`src/rtl/odyssey_video_pkg.sv`:
```
// Shared types, default raster timing and helpers for the Odyssey video timing stage.
package odyssey_video_pkg;

  localparam int DEF_PIX_DIV      = 4;
  localparam int DEF_H_TOTAL      = 318;
  localparam int DEF_H_ACTIVE     = 256;
  localparam int DEF_H_SYNC_START = 270;
  localparam int DEF_H_SYNC_LEN   = 24;
  localparam int DEF_V_TOTAL      = 262;
  localparam int DEF_V_ACTIVE     = 240;
  localparam int DEF_V_SYNC_START = 244;
  localparam int DEF_V_SYNC_LEN   = 3;

  typedef logic [8:0] raster_t;

  typedef struct packed {
    logic [7:0] x;
    logic [7:0] y;
  } spot_pos_t;

  // Signed joystick reading (-128..127) to unsigned screen offset (0..255, 0x80 = centre)
  function automatic logic [7:0] to_unsigned_pos(input logic [7:0] a);
    return {~a[7], a[6:0]};
  endfunction

  // Compared at 10 bits so that a window ending exactly at 512 is still representable
  function automatic logic in_window(input raster_t val, input int start, input int len);
    return ({1'b0, val} >= 10'(start)) && ({1'b0, val} < 10'(start + len));
  endfunction

endpackage

```
`src/rtl/odyssey_pix_ce.sv`:
```
// Pixel clock enable: one registered clk-wide pulse every DIV clks.
module odyssey_pix_ce
  import odyssey_video_pkg::*;
#(
  parameter int DIV = DEF_PIX_DIV
) (
  input  logic clk,
  input  logic reset,
  output logic ce
);

  localparam int CW = (DIV > 1) ? $clog2(DIV) : 1;
  localparam logic [CW-1:0] LAST = CW'(DIV - 1);

  logic [CW-1:0] div_cnt;
  logic [CW-1:0] div_next;

  always_comb begin
    div_next = (div_cnt == LAST) ? '0 : div_cnt + CW'(1);
  end

  // ce is registered from the next divider value so it is high exactly while div_cnt == DIV-1
  always_ff @(posedge clk) begin
    if (reset) begin
      div_cnt <= '0;
      ce      <= 1'b0;
    end else begin
      div_cnt <= div_next;
      ce      <= (div_next == LAST);
    end
  end

endmodule

```
`src/rtl/odyssey_video_timing.sv`:
```
// Odyssey raster timing: h/v counters, syncs, blanking, frame strobe and per-frame joystick latch.
// Define ODYSSEY_CSYNC_EN to add a registered composite sync output csync = hsync ^ vsync.
module odyssey_video_timing
  import odyssey_video_pkg::*;
#(
  parameter int PIX_DIV      = DEF_PIX_DIV,
  parameter int H_TOTAL      = DEF_H_TOTAL,
  parameter int H_ACTIVE     = DEF_H_ACTIVE,
  parameter int H_SYNC_START = DEF_H_SYNC_START,
  parameter int H_SYNC_LEN   = DEF_H_SYNC_LEN,
  parameter int V_TOTAL      = DEF_V_TOTAL,
  parameter int V_ACTIVE     = DEF_V_ACTIVE,
  parameter int V_SYNC_START = DEF_V_SYNC_START,
  parameter int V_SYNC_LEN   = DEF_V_SYNC_LEN
) (
  input  logic       clk,
  input  logic       reset,
  input  logic [7:0] p1_ax,
  input  logic [7:0] p1_ay,
  input  logic [7:0] p2_ax,
  input  logic [7:0] p2_ay,
  output logic       ce_pix,
  output logic [8:0] hcount,
  output logic [8:0] vcount,
  output logic       hsync,
  output logic       vsync,
  output logic       hblank,
  output logic       vblank,
  output logic       de,
  output logic       frame_start,
  output logic [7:0] p1_x,
  output logic [7:0] p1_y,
  output logic [7:0] p2_x,
  output logic [7:0] p2_y
`ifdef ODYSSEY_CSYNC_EN
 ,output logic       csync
`endif
);

  if (PIX_DIV < 1) begin : g_bad_div
    $error("odyssey_video_timing: PIX_DIV must be at least 1");
  end
  if (H_TOTAL > 512 || V_TOTAL > 512) begin : g_bad_total
    $error("odyssey_video_timing: H_TOTAL and V_TOTAL must not exceed 512");
  end
  if (H_SYNC_START + H_SYNC_LEN > H_TOTAL || V_SYNC_START + V_SYNC_LEN > V_TOTAL) begin : g_bad_sync
    $error("odyssey_video_timing: sync window extends past the line/frame total");
  end
  if (H_ACTIVE >= H_SYNC_START || V_ACTIVE >= V_SYNC_START) begin : g_bad_active
    $error("odyssey_video_timing: active region must end before sync starts");
  end

  localparam raster_t H_LAST = raster_t'(H_TOTAL - 1);
  localparam raster_t V_LAST = raster_t'(V_TOTAL - 1);
  localparam raster_t H_ACT  = raster_t'(H_ACTIVE);
  localparam raster_t V_ACT  = raster_t'(V_ACTIVE);

  raster_t   h_next;
  raster_t   v_next;
  logic      h_wrap;
  logic      v_wrap;
  logic      hblank_next;
  logic      vblank_next;
  logic      hsync_next;
  logic      vsync_next;
  logic      latch_pos;
  spot_pos_t p1_pos;
  spot_pos_t p2_pos;

  odyssey_pix_ce #(
    .DIV (PIX_DIV)
  ) u_pix_ce (
    .clk   (clk),
    .reset (reset),
    .ce    (ce_pix)
  );

  // Everything is derived from the next raster position so registered flags track the counters
  always_comb begin
    h_wrap      = (hcount == H_LAST);
    v_wrap      = (vcount == V_LAST);
    h_next      = h_wrap ? '0 : hcount + raster_t'(1);
    v_next      = vcount;
    if (h_wrap) begin
      v_next = v_wrap ? '0 : vcount + raster_t'(1);
    end
    hblank_next = (h_next >= H_ACT);
    vblank_next = (v_next >= V_ACT);
    hsync_next  = in_window(h_next, H_SYNC_START, H_SYNC_LEN);
    vsync_next  = in_window(v_next, V_SYNC_START, V_SYNC_LEN);
    latch_pos   = ce_pix && (h_next == '0) && (v_next == V_ACT);
  end

  always_ff @(posedge clk) begin
    if (reset) begin
      hcount      <= '0;
      vcount      <= '0;
      hsync       <= 1'b0;
      vsync       <= 1'b0;
      hblank      <= 1'b0;
      vblank      <= 1'b0;
      de          <= 1'b1;
      frame_start <= 1'b0;
    end else begin
      frame_start <= ce_pix && (h_next == '0) && (v_next == '0);
      if (ce_pix) begin
        hcount <= h_next;
        vcount <= v_next;
        hsync  <= hsync_next;
        vsync  <= vsync_next;
        hblank <= hblank_next;
        vblank <= vblank_next;
        de     <= ~(hblank_next | vblank_next);
      end
    end
  end

  // Joystick inputs are sampled only at vblank entry so spots hold still for the whole field
  always_ff @(posedge clk) begin
    if (reset) begin
      p1_pos <= '{x: 8'h80, y: 8'h80};
      p2_pos <= '{x: 8'h80, y: 8'h80};
    end else if (latch_pos) begin
      p1_pos <= '{x: to_unsigned_pos(p1_ax), y: to_unsigned_pos(p1_ay)};
      p2_pos <= '{x: to_unsigned_pos(p2_ax), y: to_unsigned_pos(p2_ay)};
    end
  end

  assign p1_x = p1_pos.x;
  assign p1_y = p1_pos.y;
  assign p2_x = p2_pos.x;
  assign p2_y = p2_pos.y;

`ifdef ODYSSEY_CSYNC_EN
  always_ff @(posedge clk) begin
    if (reset) begin
      csync <= 1'b0;
    end else if (ce_pix) begin
      csync <= hsync_next ^ vsync_next;
    end
  end
`endif

endmodule
```
`config.mk`:
```
export PLATFORM = sky130hd
export DESIGN_NAME = odyssey_video_timing
export DESIGN_NICKNAME = d
export VERILOG_FILES = /design/src/rtl/odyssey_video_pkg.sv /design/src/rtl/odyssey_pix_ce.sv /design/src/rtl/odyssey_video_timing.sv
export SDC_FILE = /design/constraint.sdc
export NUM_CORES = 1
export LEC_CHECK = 0
export CELL_PAD_IN_SITES_DETAIL_PLACEMENT = 1
export CELL_PAD_IN_SITES_GLOBAL_PLACEMENT = 2
export CORE_AREA = 2 2 97 99
export DETAILED_ROUTE_END_ITERATION = 10
export DIE_AREA = 0 0 99 101
export DONT_BUFFER_PORTS = 1
export HOLD_SLACK_MARGIN = 0.03
export PLACE_DENSITY_LB_ADDON = 0.2
export SYNTH_ARGS = -nofsm -noshare
export SYNTH_HDL_FRONTEND = slang
export SYNTH_SLANG_ARGS = --single-unit
export TNS_END_PERCENT = 5
```
`constraint.sdc`:
```
create_clock -name clk -period 3.16 [get_ports clk]
set_input_delay 0.632 -clock clk [delete_from_list [all_inputs] [get_ports clk]]
set_output_delay 0.632 -clock clk [all_outputs]
set_load 0.01 [all_outputs]
```
==> results.json, run 1 <==
{
  "status": "finished, final reports clean",
  "antenna_cells": 0,
  "drive_above_1_share_pct": 10.94,
  "cts_hold_buf": 0,
  "post_dp_cell_area_sq_mm": 0.003241,
  "synth-warning-count": 0,
  "grt_start_max_net_pins": 60,
  "first_pass_iters": 4,
  "grt_antenna_before_repair": 0,
  "fmax_mhz": 353.8,
  "period_needed_ns": 2.827,
  "dp.cells": 480,
  "die_x_microns": 99,
  "yosysSeqAreaShare_pct": 37.24,
  "synth_area_sq_mm": 0.003118,
  "power_density_mw_per_mm2": 458.0,
  "synth.ff_latch_count": 58,
  "rsz0062_at_grt": "false",
  "hold_viol_final": 0,
  "cts-resized-gates": 0,
  "cts.clk_slew.worst_paths_ns": 0.08,
  "async_reset_ff_share_pct": 0,
  "postCtsSetupRepairBufs": 0,
  "finalWeightedCongestion": 0.8427,
  "portBuffers": 0,
  "skew_ns": 0.01138,
  "grt-ovfl-total": 0,
  "hp-class": "in -> reg",
  "final_area_sq_mm": 0.003460,
  "syn-num-nets": 424,
  "dpl.hpwl_microns": 6114,
  "worstPathMaxFanout": 32,
  "slowest_stage": "dfxtp_1",
  "r2r_cells": 8,
  "io_pins": 91,
  "fin_cells": 495,
  "cp-end-kind": "register",
  "setup_viol": 0,
  "vias": 2685,
  "crit_arrival_ns": 3.09,
  "fin_crit_sh_pct": 89.45,
  "coreArea_sq_mm": 0.008977,
  "synth_edf_count": 0,
  "drt_iter0_drc": 84,
  "worst_slew_margin_rel_pct": 38.12,
  "netlist-cell-type-count": 59,
  "cts_tree": "done",
  "viasPerCell": 5.424,
  "synthToLayoutAreaGrowth_pct": 10.96,
  "grt_pass1_vias": 2619,
  "crit_chain": "ha_2 > and3_1 > o211a_1 > o21ai_0 > a221o_1 > nor4_4 > buf_12 > mux2i_1",
  "drc": 0,
  "dieHeight_microns": 101,
  "nets": 420,
  "initial_utilization_pct": 34.73,
  "cp_slowest_stage_delay_ns": 0.55,
  "crit_family": "compound AO/OA/AOI/OAI gates",
  "grt_pass1_wl_microns": 13560,
  "drv_cap": 0,
  "routedWlPerCell_microns": 17.46,
  "critical_path_class": "reg -> reg",
  "insertion_delay_ns": 0.34,
  "required_ns": 3.42,
  "tns_ns": 0,
  "cts_sinks": 58,
  "worst_pin_slew_ns": 0.9268,
  "wirelength_microns": 8642,
  "postRouteAntennaNets": 0,
  "clockBufferDepth": 2,
  "grt_usage_pct": 17.09,
  "peakVddDrop_mv": 0.1386,
  "cts_buffers": 9,
  "power.leakage_nw": 1.184,
  "syn_avg_cell_area_sq_um": 8.120,
  "startpoint_type": "register",
  "rows": 35,
  "synthFlopType": "dfxtp_1",
  "postLayoutCoreUtil_pct": 38.54,
  "syn_inst": 384,
  "htreeDepth": 3,
  "holdPathStages": 1,
  "die_area_sq_mm": 0.009999,
  "slew_violations": 0,
  "crit_buf_inv": 1,
  "critical_path_depth": 8,
  "clockRootBuffer": "clkbuf_8"
}
## where the power goes
part           total, mW  leakage, nW  internal (mW)  switching [mW]
logic             0.0677        0.604         0.0248          0.0428
clock network      0.770        0.112          0.460           0.311
registers          0.747        0.468          0.739         0.00801
total               1.58         1.18           1.22           0.361
## logic make-up after synthesis
logic type	count (synthesis)	share of synthesized area, %
flops	58	37.24
simple gates	174	27.05
fa+ha+maj	6	2.408
buf+inv	40	6.219
mux	36	11.56
compound gates	61	13.00
xor+xnor	9	2.528
## layout by cell type, fill, tap and decap left out, drive strengths merged, types with 2 or more instances in the layout
cell,synthesis,final
bufinv,0,2
nand2b,2,2
or4,2,2
nand4,4,4
nand2,75,75
a211oi,3,3
o211ai,3,3
a21oi,21,21
or2,4,4
mux2i,36,36
nand3,8,8
a31oi,7,7
clkbuf,23,10
inv,5,5
o21ai,8,8
nand4b,2,2
clkinv,1,4
ha,6,6
buf,11,19
xnor2,6,6
nor4,8,8
nor2,34,34
o211a,3,3
dfxtp,58,58
and3,2,2
and2,4,4
xor2,3,3
nor2b,8,8
nor3,15,15
## Yosys cell counts, types with 2 or more instances
cell | instances | area share (%)
or4_1 | 2 | 0.48
buf_6 | 5 | 1.8
or2_2 | 2 | 0.40
nand3_1 | 8 | 1.3
nor4_4 | 2 | 1.4
xnor2_1 | 6 | 1.7
nand4b_1 | 2 | 0.56
dfxtp_1 | 58 | 37
ha_1 | 6 | 2.4
buf_2 | 2 | 0.32
o211a_1 | 3 | 0.96
nor2b_1 | 8 | 1.6
nand2_1 | 75 | 9.0
o211ai_1 | 2 | 0.48
nand2b_1 | 2 | 0.40
o21ai_0 | 8 | 1.3
clkbuf_1 | 23 | 2.8
nor3_1 | 14 | 2.2
inv_1 | 4 | 0.48
a31oi_1 | 7 | 1.4
a211oi_1 | 3 | 0.72
xor2_1 | 3 | 0.84
and3_1 | 2 | 0.40
nor2_1 | 34 | 4.1
nor4_1 | 6 | 1.2
mux2i_1 | 36 | 12
a21oi_1 | 21 | 3.4
nand4_1 | 4 | 0.80
and2_1 | 4 | 0.80
buf_1 | 3 | 0.36
## per-stage QoR
step / total power, mW / hold slack [ns] / setup slack, ns
2_1_floorplan: 0.8172 / 0.4254 / 0.5423
3_3_place_gp: 0.8294 / 0.4306 / 0.4165
3_5_place_dp: 0.8330 / 0.4495 / 0.2778
4_1_cts: 1.611 / 0.3414 / 0.2575
5_1_grt: 1.653 / 0.3392 / 0.05441
6_report: 1.585 / 0.3574 / 0.3333
## sequential cells by signal, summed over array words and instances (netlist names)
register          count
u_pix_ce.div_cnt      2
vblank                1
p1_y                  8
frame_start           1
vsync                 1
p2_y                  8
u_pix_ce.ce           1
vcount                9
p1_x                  8
hsync                 1
hcount                9
p2_x                  8
de                    1
## worst register-to-register path, delay by kind of cell (launching register included)
| family | cells | cell delay, ns |
|---|---|---|
| AO/OA/AOI/OAI | 3 | 0.69 |
| adder cells (fa/ha/maj) | 1 | 0.38 |
| buffers and inverters | 1 | 0.28 |
| flip-flops | 1 | 0.55 |
| multiplexers | 1 | 0.24 |
| AND/OR/NAND/NOR | 2 | 0.61 |
## cell type report
cell class / count / area, sq um
clock buffer: 10 / 137.6
clock inverter: 5 / 78.83
fill: 1063 / 5518
inverter: 6 / 22.52
multi-input combinational: 286 / 1765
sequential: 58 / 1161
tap: 111 / 138.9
timing repair buffer: 19 / 155.1
## final timing paths
check | slack (ns) | start | end
hold reg to reg | 0.46 | u_pix_ce.div_cnt[0] | u_pix_ce.div_cnt[0]
hold / removal | 0.36 | reset | u_pix_ce.div_cnt[0]
setup reg to reg | 0.33 | hcount[1] | p2_y[1]
setup / recovery | 0.33 | hcount[1] | p2_y[1]
## metal layers
layer	track usage [%]	vias to the layer above	wire, microns
met4	5.901	0	131
met2	27.55	61	4142
met1	21.54	1286	3835
met5	0	-	0
met3	5.548	14	533
li1	-	1324	-
(Power assumes the default switching activity.)
==> inputs of run 2 (changes only) <==
- SKIP_LAST_GASP: default -> 1
==> results of run 2 <==
No change in the layout: final DEF, timing and power equal those of run 1.
==> inputs of run 3 (changes only) <==
- CORE_AREA: 2 2 97 99 -> 2 2 96 98
- DIE_AREA: 0 0 99 101 -> 0 0 98 100
- SYNTH_HIERARCHICAL: default -> 1
- clock period: 3.16 -> 2.7 ns (I/O delays scaled with it)
==> results.json, run 3 <==
{
  "insertion_delay_ns": 0.34,
  "rows": 35,
  "grt_start_max_net_pins": 91,
  "p_total_mw": 1.902,
  "startpoint_type": "register",
  "drv_cap": 0,
  "yosysSeqAreaShare_pct": 36.39,
  "clockRootBuffer": "clkbuf_8",
  "worst_pin_slew_ns": 0.3982,
  "crit_arrival_ns": 2.80,
  "nFillCells": 1035,
  "peakVddDrop_mv": 0.2044,
  "wirelength_microns": 8778,
  "drive_above_1_share_pct": 19.48,
  "cts.clk_slew.worst_paths_ns": 0.08,
  "nets": 420,
  "grt_pass1_wl_microns": 14150,
  "synth_top_area_share_pct": 36.39,
  "skew_ns": 0.01617,
  "layout_common_cells": "nand2b_1, dfxtp_1, buf_4, mux2i_1, nor2_1",
  "cts_hold_buf": 0,
  "critical_path_class": "reg -> reg",
  "largest_registers": "hcount (9), vcount (9)",
  "slew_violations": 0,
  "clockBufferDepth": 2,
  "htreeDepth": 3,
  "synth_top_cell_by_area": "dfxtp_1",
  "coreArea_sq_mm": 0.008890,
  "netlist_top_cells_count": "dfxtp_1, nand2b_1, mux2i_1",
  "initial_utilization_pct": 35.89,
  "dpl.hpwl_microns": 6140,
  "grt_pass1_vias": 2773,
  "die_x_microns": 98,
  "setup_viol": 0,
  "synth-warning-count": 6,
  "portBuffers": 0,
  "finalWeightedCongestion": 0.8424,
  "synthFlopType": "dfxtp_1",
  "tns_ns": 0,
  "syn_avg_cell_area_sq_um": 8.912,
  "synth.ff_latch_count": 58,
  "synth_area_leaders": "dfxtp_1, nand2b_1, mux2i_1",
  "grt_usage_pct": 18.11,
  "cts_tree": "done",
  "postRouteAntennaNets": 0,
  "power_density_mw_per_mm2": 504.7,
  "hp-class": "in -> reg",
  "die_area_sq_mm": 0.009800,
  "routedWlPerCell_microns": 17.70,
  "worst_slew_margin_rel_pct": 72.77,
  "fmax_mhz": 392.8,
  "cts_sinks": 58,
  "drc": 0,
  "syn_inst": 358,
  "final_common_cell": "nand2b_1",
  "synth_area_sq_mm": 0.003191,
  "worstPathMaxFanout": 16,
  "antenna_cells": 0,
  "power.leakage_nw": 1.392,
  "required_ns": 2.96,
  "async_reset_ff_share_pct": 0,
  "syn-num-nets": 398,
  "fin_crit_sh_pct": 94.30,
  "io_pins": 91,
  "cp-end-kind": "register",
  "first_pass_iters": 4,
  "synth_most_common_cell": "dfxtp_1",
  "synthToLayoutAreaGrowth_pct": 18.12,
  "netlist-cell-type-count": 54,
  "dieHeight_microns": 100,
  "hold_viol_final": 0,
  "grt-ovfl-total": 0,
  "cts_buffers": 9,
  "vias": 2639,
  "r2r_setup_slack_ns": 0.15,
  "postLayoutCoreUtil_pct": 42.39,
  "drt_iter0_drc": 75,
  "period_needed_ns": 2.546,
  "grt_antenna_before_repair": 0,
  "synth_edf_count": 0,
  "status": "finished, final reports clean",
  "viasPerCell": 5.321
}
==> run 3: layer usage <==
layer	share of wire (%)	vias up	track usage (%)
met2	48	72	30.14
met4	1.3	0	5.983
li1	-	1291	-
met3	7.7	8	7.033
met5	0	-	0
met1	43	1268	21.54
==> run 3: cell type report <==
type,instances,area [sq um],area share [%]
Clock buffer,10,127.6,3.386
Clock inverter,6,91.34,2.424
Inverter,7,26.28,0.6972
Multi-Input combinational cell,264,1874,49.73
Sequential cell,58,1172,31.11
Tap cell,111,138.9,3.685
Timing Repair Buffer,40,337.8,8.964
==> run 3: repair_timing <==
action / CTS / global route
pin swaps: 1 / 5
setup endpoints to repair: 23 / 32
hold endpoints to repair: 0 / 0
buffers inserted: 1 / 4
resized for setup: 2 / 11
cloned: 1 / 0
==> run 3: through the flow <==
step | cell area (sq um) | instances | setup WS, ns | hold slack, ns
detailed placement | 3441 | 474 | -0.01660 | 0.4548
CTS | 3707 | 492 | 0.01302 | 0.2435
global route | 3769 | 496 | -0.008814 | 0.2342
finish | 3769 | 496 | 0.1540 | 0.2693
global placement | 3441 | 474 | 0.1571 | 0.4463
floorplan | 3191 | 358 | 0.06326 | 0.4326
==> run 3: cell families (layout without fill, tap and decap cells) <==
kind of cell | after synthesis | count (layout) | share of synthesized area [%]
multiplexers | 34 | 34 | 10.71
adder cells (fa/ha/maj) | 6 | 6 | 2.353
AND/OR/NAND/NOR | 163 | 163 | 31.33
buffers and inverters | 36 | 63 | 5.725
AO/OA/AOI/OAI | 48 | 48 | 9.922
XOR/XNOR | 13 | 13 | 3.569
flip-flops | 58 | 58 | 36.39
==> run 3: final timing paths <==
| check | from | end | cells past startpoint |
|---|---|---|---|
| worst max-delay path | hcount[1] | p1_y[0] | 10 |
| worst min-delay path | reset | vcount[1] | 1 |
| worst max register to register | hcount[1] | p1_y[0] | 10 |
| worst min register to register | u_pix_ce/div_cnt[0] | u_pix_ce/div_cnt[0] | 1 |
==> run 3: worst max-delay path, stage by stage (launching register included) <==
cell and delay [ns]:
dfxtp_1 0.31, inv_1 0.08, ha_4 0.16, and4bb_2 0.30
nand2_1 0.15, a21o_1 0.20, a211o_1 0.36, nor4b_4 0.34
buf_4 0.17, buf_12 0.16, mux2i_1 0.22
==> run 3: report_power, final <==
| part | internal (mW) | switching (mW) | leakage (nW) |
|---|---|---|---|
| combinational | 0.0581 | 0.0564 | 0.810 |
| sequential | 0.866 | 0.0144 | 0.471 |
| clock | 0.523 | 0.384 | 0.110 |
